File: src/rtl/tybec_leaf_pkg.sv
// Shared definitions for TyBEC leaf map nodes: operator encodings and
// counter width helper.
package tybec_leaf_pkg;

    // Operator selected by a leaf node.
    typedef enum logic [1:0] {
        OP_MUL = 2'd0,
        OP_ADD = 2'd1,
        OP_SUB = 2'd2
    } op_e;

    // Bits needed to hold values 0..n-1 (never less than one bit).
    function automatic int cnt_w(input int n);
        return (n <= 2) ? 1 : $clog2(n);
    endfunction

endpackage

File: src/rtl/tybec_sync_fifo_fwft.sv
// First-word-fall-through synchronous FIFO. Pointers wrap modulo DEPTH, so
// DEPTH need not be a power of two. rdata reads 0 while the FIFO is empty.
module tybec_sync_fifo_fwft
    import tybec_leaf_pkg::*;
#(
    parameter int WIDTH = 34,
    parameter int DEPTH = 8
) (
    input  logic             clk,
    input  logic             rst,
    input  logic             wr,
    input  logic [WIDTH-1:0] wdata,
    input  logic             rd,
    output logic [WIDTH-1:0] rdata,
    output logic             empty,
    output logic             full
);

    localparam int PTR_W = cnt_w(DEPTH);
    localparam int CNT_W = cnt_w(DEPTH + 1);

    logic [WIDTH-1:0] mem [DEPTH];
    logic [PTR_W-1:0] wptr;
    logic [PTR_W-1:0] rptr;
    logic [CNT_W-1:0] count;
    logic             do_wr;
    logic             do_rd;

    assign do_wr = wr && !full;
    assign do_rd = rd && !empty;
    assign empty = (count == '0);
    assign full  = (count == CNT_W'(DEPTH));
    assign rdata = empty ? '0 : mem[rptr];

    function automatic logic [PTR_W-1:0] ptr_inc(input logic [PTR_W-1:0] p);
        return (p == PTR_W'(DEPTH - 1)) ? '0 : p + 1'b1;
    endfunction

    // Pointer and fill-count registers with synchronous active-low reset.
    // NOTE: sequential state uses non-blocking assignments so every register
    // samples the pre-edge values, independent of statement order.
    always_ff @(posedge clk) begin
        if (!rst) begin
            wptr  <= '0;
            rptr  <= '0;
            count <= '0;
        end else begin
            if (do_wr) wptr <= ptr_inc(wptr);
            if (do_rd) rptr <= ptr_inc(rptr);
            case ({do_wr, do_rd})
                2'b10:   count <= count + 1'b1;
                2'b01:   count <= count - 1'b1;
                default: count <= count;
            endcase
        end
    end

    // Storage write port.
    // NOTE: the array is deliberately not reset; empty masks stale entries
    // and leaving reset off lets the storage map onto RAM.
    always_ff @(posedge clk) begin
        if (do_wr) mem[wptr] <= wdata;
    end

endmodule

File: src/rtl/tybec_map_leaf_elastic.sv
// TyBEC leaf map node: binary mul/add/sub on one or two joined streams with
// a free-running operator pipeline and a credit-counted output FIFO. iready
// depends only on registered occupancy, never on oready.
module tybec_map_leaf_elastic
    import tybec_leaf_pkg::*;
#(
    parameter int               DATAW     = 34,
    parameter int               LAT       = 3,
    parameter int               OP        = 0,
    parameter int               USE_CONST = 1,
    parameter logic [DATAW-1:0] CONST_VAL = '0,
    parameter int               DEPTH     = 8
) (
    input  logic             clk,
    input  logic             rst,
    input  logic             ivalid_in1,
    input  logic [DATAW-1:0] in1,
    input  logic             ivalid_in2,
    input  logic [DATAW-1:0] in2,
    output logic             iready,
    output logic             ovalid,
    output logic [DATAW-1:0] out1,
    input  logic             oready
);

    localparam int  OCC_W  = cnt_w(DEPTH + 1);
    localparam op_e OP_SEL = op_e'(OP[1:0]);

    if (LAT < 1 || LAT > 16) begin : g_bad_lat
        $error("tybec_map_leaf_elastic: LAT must be in 1..16");
    end
    if (DEPTH < LAT + 1) begin : g_bad_depth
        $error("tybec_map_leaf_elastic: DEPTH must be at least LAT+1");
    end

    logic             ivalid;
    logic             accept;
    logic             pop;
    logic [DATAW-1:0] op_b;
    logic [DATAW-1:0] op_res;
    logic [LAT-1:0]   pipe_v;
    logic [DATAW-1:0] pipe_d [LAT];
    logic [OCC_W-1:0] occ;
    logic [OCC_W-1:0] occ_next;
    logic             iready_q;
    logic             fifo_empty;
    logic             fifo_full;

    // Both channels are consumed together; with a constant operand only in1 gates.
    assign ivalid = ivalid_in1 && ((USE_CONST != 0) || ivalid_in2);
    assign accept = ivalid && iready_q;
    assign iready = iready_q;
    assign ovalid = !fifo_empty;
    assign pop    = ovalid && oready;

    // Operand select and arithmetic; results wrap modulo 2^DATAW.
    // NOTE: every output of an always_comb gets a default first so no path
    // leaves it unassigned and no latch is inferred.
    always_comb begin
        op_b = in2;
        if (USE_CONST != 0) op_b = CONST_VAL;
        case (OP_SEL)
            OP_ADD:  op_res = in1 + op_b;
            OP_SUB:  op_res = in1 - op_b;
            default: op_res = in1 * op_b;
        endcase
    end

    // Free-running operator pipeline; stage 0 is the input register.
    always_ff @(posedge clk) begin
        if (!rst) begin
            pipe_v <= '0;
            for (int i = 0; i < LAT; i++) pipe_d[i] <= '0;
        end else begin
            pipe_v[0] <= accept;
            pipe_d[0] <= op_res;
            for (int i = 1; i < LAT; i++) begin
                pipe_v[i] <= pipe_v[i-1];
                pipe_d[i] <= pipe_d[i-1];
            end
        end
    end

    // Next occupancy: items in flight plus items buffered.
    always_comb begin
        occ_next = occ;
        case ({accept, pop})
            2'b10:   occ_next = occ + 1'b1;
            2'b01:   occ_next = occ - 1'b1;
            default: occ_next = occ;
        endcase
    end

    // Credit counter and registered ready; ready stays low through reset.
    always_ff @(posedge clk) begin
        if (!rst) begin
            occ      <= '0;
            iready_q <= 1'b0;
        end else begin
            occ      <= occ_next;
            iready_q <= (occ_next < OCC_W'(DEPTH));
        end
    end

    tybec_sync_fifo_fwft #(
        .WIDTH (DATAW),
        .DEPTH (DEPTH)
    ) u_fifo (
        .clk   (clk),
        .rst   (rst),
        .wr    (pipe_v[LAT-1]),
        .wdata (pipe_d[LAT-1]),
        .rd    (pop),
        .rdata (out1),
        .empty (fifo_empty),
        .full  (fifo_full)
    );

    // Credits guarantee the FIFO always has room for the pipeline tail.
    a_no_overflow: assert property (@(posedge clk) disable iff (!rst)
        !(pipe_v[LAT-1] && fifo_full));

endmodule

File: config.mk
export PLATFORM = sky130hd
export DESIGN_NAME = tybec_map_leaf_elastic
export DESIGN_NICKNAME = d
export VERILOG_FILES = /design/src/rtl/tybec_leaf_pkg.sv /design/src/rtl/tybec_sync_fifo_fwft.sv /design/src/rtl/tybec_map_leaf_elastic.sv
export SDC_FILE = /design/constraint.sdc
export NUM_CORES = 1
export LEC_CHECK = 0
export BUFFER_PORTS_ARGS = -buffer_cell sky130_fd_sc_hd__buf_2
export CORE_MARGIN = 2
export CORE_UTILIZATION = 34
export CTS_BUF_LIST = sky130_fd_sc_hd__clkbuf_4
export DETAILED_ROUTE_END_ITERATION = 7
export GPL_TIMING_DRIVEN = 1
export PLACE_DENSITY = 0.88
export SYNTH_ARGS = -nofsm -noshare
export SYNTH_HDL_FRONTEND = slang
export SYNTH_SLANG_ARGS = --single-unit
File: constraint.sdc
create_clock -name clk -period 2.9 [get_ports clk]
set_input_delay 0 -clock clk [delete_from_list [all_inputs] [get_ports clk]]
set_output_delay 0 -clock clk [all_outputs]
set_load 0.005 [all_outputs]
Word level (Yosys, flattened, before mapping). Memories as Yosys holds them, arrays and structs flattened. A register that Yosys moved wholly into a read port is not among the register bits. Index checks and enable logic that the tools add are counted.

Bitwise logic cells: 3. $lt $le $gt $ge: 1. Add/subtract/negate cells: 6. Reduce and logical (&&, ||, !) cells: 8. Muxes and demuxes: 14. Equality and inequality tests: 7.

Operator list (number): two-way mux 34 bit (4); one-hot mux 4 bit (2 select lines) (2); two-way mux 3 bit (4); adder 4 x 1 -> 4 bit (second input constant) (2); subtractor 4 x 1 -> 4 bit (second input constant) (2); adder 3 x 1 -> 3 bit (second input constant) (2); == test 3 bit (second input constant) (2); == test 2 x 1 -> 1 bit (second input constant) (2); == test 2 bit (second input constant) (2); == test 4 bit (second input constant) (1); logical AND 1 bit (4); zero test 4 bit (1); less-than comparator 4 bit (second input constant) (1); two-way mux 1 bit (4); bitwise OR 1 bit (3); zero test 1 bit (2); nonzero test 2 bit (1).

Memories kept: 2. Input port bits: 73. Flip-flop bits (word level): 18. Memory bits (writable): 374.

Memory list: u_fifo.mem (depth 8, width 34, rd ports 1, clocked after Yosys merged registers in 1, wr ports 1, line tybec_sync_fifo_fwft.sv:22) `logic [WIDTH-1:0] mem [DEPTH];`; pipe_d (depth 3, width 34, rd ports 3, clocked after Yosys merged registers in 0, wr ports 3, line tybec_map_leaf_elastic.sv:42) `logic [DATAW-1:0] pipe_d [LAT];`.

Depth between registers and ports, before layout.
Depth in word-level cells: 6. Mapped depth: 10. Depth with buffers taken out: 10.

Hierarchy. From an unflattened synthesis, not the netlist that was laid out.

Cell total of the unflattened synthesis: 547. Area total of the unflattened synthesis: 11423.5 µm².

By module, submodules not included: tybec_sync_fifo_fwft (cells each 508, area an instance 11034.3 µm², seq. area each 8428.1 µm², times used 1); tybec_map_leaf_elastic (cells each 39, area an instance 389.1 µm², seq. area each 160.2 µm², times used 1).

Least setup slack after synthesis. OpenSTA, ideal clock, no wires.

Path type: register to register. From: reg u_fifo.count[1]. To: reg u_fifo.count[2]. Data required time: 2.830 ns. Stages on the path, launching flop included: 11. Slack: 0.759 ns. Buffers on the path: 0. Clock period less this slack: 2.141 ns. Data arrival time: 2.071 ns. Cell sequence: dfxtp_1 nor3_1 nand2b_1 and2_1 ha_1 xor2_1 ha_1 a21oi_1 xor2_1 or3_1 a21boi_1.

Longest elaborated chain between the ends: 6.

Ends and longest elaborated chain: from (decl) (line tybec_sync_fifo_fwft.sv:25) `logic [CNT_W-1:0] count;`; from (signal assigned) (line tybec_sync_fifo_fwft.sv:51) `2'b10: count <= count + 1'b1;`; from (signal assigned) (line tybec_sync_fifo_fwft.sv:52) `2'b01: count <= count - 1'b1;`; from (signal assigned) (line tybec_sync_fifo_fwft.sv:53) `default: count <= count;`; zero test 4 bit (*) (line tybec_sync_fifo_fwft.sv:31) `assign empty = (count == '0);`; zero test 1 bit (*) (line tybec_map_leaf_elastic.sv:53) `assign ovalid = !fifo_empty;`; named net ovalid (line tybec_map_leaf_elastic.sv:21) `output logic ovalid,`; logical AND 1 bit (line tybec_map_leaf_elastic.sv:54) `assign pop = ovalid && oready;`; logical AND 1 bit (*) (line tybec_sync_fifo_fwft.sv:30) `assign do_rd = rd && !empty;`; == test 2 x 1 -> 1 bit or == test 2 bit (tied branches) (line tybec_sync_fifo_fwft.sv:50) `case ({do_wr, do_rd})`; one-hot mux 4 bit (2 select lines) or nonzero test 2 bit (tied branches).

Mark *: on every way through the listed nets, which the timed path passes. The rest lies on a longest branch. A chain may end at the register's enable or synchronous reset.

Worst setup path after layout.
From: reg u_fifo.count[1]. To: reg u_fifo.count[2].

Longest elaborated chain between the ends: 6.

Ends and longest elaborated chain (line): zero test 4 bit (tybec_sync_fifo_fwft.sv:31); zero test 1 bit (tybec_sync_fifo_fwft.sv:30, tybec_map_leaf_elastic.sv:53); logical AND 1 bit (tybec_map_leaf_elastic.sv:54); logical AND 1 bit (tybec_sync_fifo_fwft.sv:30); == test 2 x 1 -> 1 bit or == test 2 bit (tied branches) (tybec_sync_fifo_fwft.sv:50); one-hot mux 4 bit (2 select lines) or nonzero test 2 bit (tied branches).

Several ways; a longest one is shown, not always the timed one.

==> impl_metrics.yaml <==
clock_tree:
  post-cts-setup-buffer-count: 0
  cts.sink_count: 12
  holdBufCountCts: 1
  h-tree-depth: 1
  cts-buffers-inserted: 3
  cts_tree: "built"
  root_buffer: "clkbuf_4"
  cts_resized: 0
  clock_latency_ps: 270
  cts_buffer_depth: 2
  clk_pin_slew_ps: 70
power_and_ir_drop:
  combinationalPowerShare_pct: 32.1
  clockPowerShare_pct: 22.6
  leakagePower_nw: 0.451
  netSwitchingFraction_pct: 32.3
  pwr-share-seq_pct: 45.3
  irDropWorstVdd_mv: 0.300
  p_total_uw: 443
  switchingPower_uw: 143
  power.density_mw_per_mm2: 498
  p_int_uw: 300
worst_setup_path:
  crit_path_start_kind: "register"
  worstSetupPathType: "reg -> reg"
  path_max_fanout: 6
  crit_required_ps: 3110
  endpoint_kind: "register"
  critPathArrivalTime_ps: 2520
  worstRegToRegCells: 10
detailed_routing:
  totalWireLength_mm: 1.25
  via_per_inst: 4.13
  drtAntennaViolNets: 0
  dr.pass1.iters: 3
  first_iter_violations: 9
  vias: 586
  drc: 0
  wl_per_cell_um: 8.82
floorplan:
  die_area_mm2: 0.00317
  coreArea_mm2: 0.00254
  io_pins: 109
  rows: 18
  start_util_pct: 36.5
  die_w_um: 56.3
  die_y_um: 56.3
flow_run:
  maxCapViolations: 0
sta:
  setup_viol: 0
  rsz0062_at_grt: "false"
  drv_slew: 0
  fin_tns_setup_ps: 0
  max_freq_ghz: 0.432
  hold_ws_ps: 83.9
  hold_violations: 0
  period_share_pct: 79.8
  period_minus_slack_ps: 2310
  fin_worst_skew_ps: 7.40
global_routing:
  grt_use_met1_pct: 8.56
  grt_use_total_pct: 8.13
  overflow: 0
  met2_usage_pct: 14.1
  grt_pass1_wl_mm: 1.96
  grt_pass1_vias: 475
  top_usage_layer: "met2"
  grt_max_degree: 14
  antenna_found_initial: 0
  use_met3_pct: 4.38
synth:
  syn_inst: 105
  syn_area_um2: 930
  yosysTopAreaCellShare_pct: 27.5
  ys_ff_latch: 12
  ys_warn_count: 0
  yosysTopAreaCell: "buf_4"
  ys_types: 26
  ys_seq_area_share_pct: 25.8
  synth_area_per_cell_um2: 8.85
  synth_top_cells_by_area: "buf_4, dfxtp_1, ha_1, mux2i_1, and2_1"
layout:
  final_cell_count_no_fill: 142
  area_delta_synth_final_pct: -4.31
  layout-drive-gt1-share_pct: 8.04
  n_antenna_cell: 0
  fin_nets: 194
  utilization_pct: 35.0
worst_hold_path:
  hold_depth: 2
  min-delay-path-class: "in -> reg"
placement:
  gp_congestion: 0.744
  place_inst: 138
  port_buffers: 5
status:
  status: "complete, no violations"
[cell usage in the layout (no fill, tap or decap)]
cell type | netlist | final
conb_1 | 1 | 34
dfxtp_1 | 12 | 12
and2_1 | 7 | 7
nand2_1 | 7 | 7
ha_1 | 7 | 7
a21oi_1 | 5 | 5
mux2i_1 | 5 | 5
buf_2 | 0 | 5
xor2_1 | 4 | 4
nand2b_1 | 4 | 4
clkbuf_4 | 0 | 3
xnor2_1 | 2 | 2
o21ai_0 | 2 | 2
nor2b_1 | 2 | 2
nor3_1 | 1 | 1
and3_1 | 1 | 1
or3_1 | 1 | 1
a21boi_1 | 1 | 1
mux2_4 | 1 | 1
nor2_1 | 1 | 1
o211ai_1 | 1 | 1
a32oi_1 | 1 | 1
nand3b_1 | 1 | 1
a211o_1 | 1 | 1
nor4bb_1 | 1 | 1
nor3b_1 | 1 | 1
dlygate4sd3_1 | 0 | 1
[cell type report]
cell class	instances	area, µm²
clock buffers	3	22.5
fillers	296	1660
multi-input cells	91	554
flip-flops and latches	12	240
well taps	30	37.5
repair buffers	6	35.0
[flip-flops by register name, indices dropped and copies added (netlist names), named ones only]
signal and count:
iready 1, u_fifo.count 4, pipe_v 3, occ 3
[critical path: stages (launching register included)]
cell	delay, ps
dfxtp_1	360
nor3_1	280
nand2b_1	110
and2_1	190
ha_1	270
xor2_1	160
ha_1	180
a21oi_1	150
xor2_1	90
or3_1	310
a21boi_1	150
[cells in the mapped netlist]
master    number
a211o_1        1
a21boi_1       1
a21oi_1        5
a32oi_1        1
and2_1         7
and3_1         1
buf_4         34
clkbuf_1       1
conb_1         1
dfxtp_1       12
ha_1           7
mux2_4         1
mux2i_1        5
nand2_1        7
nand2b_1       4
nand3b_1       1
nor2_1         1
nor2b_1        2
nor3_1         1
nor3b_1        1
nor4bb_1       1
o211ai_1       1
o21ai_0        2
or3_1          1
xnor2_1        2
xor2_1         4
[logic make-up (layout without fill, tap and decap cells)]
| kind of cell | after synthesis | after routing | synth area share (%) |
|---|---|---|---|
| xor+xnor | 6 | 6 | 5.65 |
| mux | 6 | 6 | 7.00 |
| compound gates | 11 | 11 | 7.27 |
| buf+inv | 35 | 9 | 27.9 |
| fa+ha+maj | 7 | 7 | 9.42 |
| simple gates | 27 | 27 | 16.6 |
| flops | 12 | 12 | 25.8 |
| other cells | 1 | 34 | 0.403 |
[routing by layer]
layer  wire (µm)  share of wire (%)
met3         120                9.6
met5           0                  0
met4          11               0.88
met1         543                 43
met2         576                 46
[power groups by stage]
stage | combinational (mW) | clock (mW) | sequential, mW
3_3_place_gp | 0.137 | 0 | 0.203
2_1_floorplan | 0.149 | 0 | 0.200
3_5_place_dp | 0.141 | 0 | 0.204
5_1_grt | 0.163 | 0.115 | 0.203
4_1_cts | 0.143 | 0.106 | 0.200
6_report | 0.142 | 0.100 | 0.200
[worst paths after layout]
path,from,end,slack (ps)
worst max-delay path,u_fifo.count[1],u_fifo.count[2],590
worst min-delay path,rst,u_fifo.count[1],80
worst max register to register,u_fifo.count[1],u_fifo.count[2],590
worst min register to register,pipe_v[1],pipe_v[2],430
[metrics by stage]
step / worst slack, ps / instance area [µm²]
floorplan: 759 / 1050
global placement: 637 / 857
detailed placement: 597 / 857
CTS: 570 / 890
global route: 389 / 890
finish: 586 / 890
Note: power is estimated with default switching activity, not from simulation.
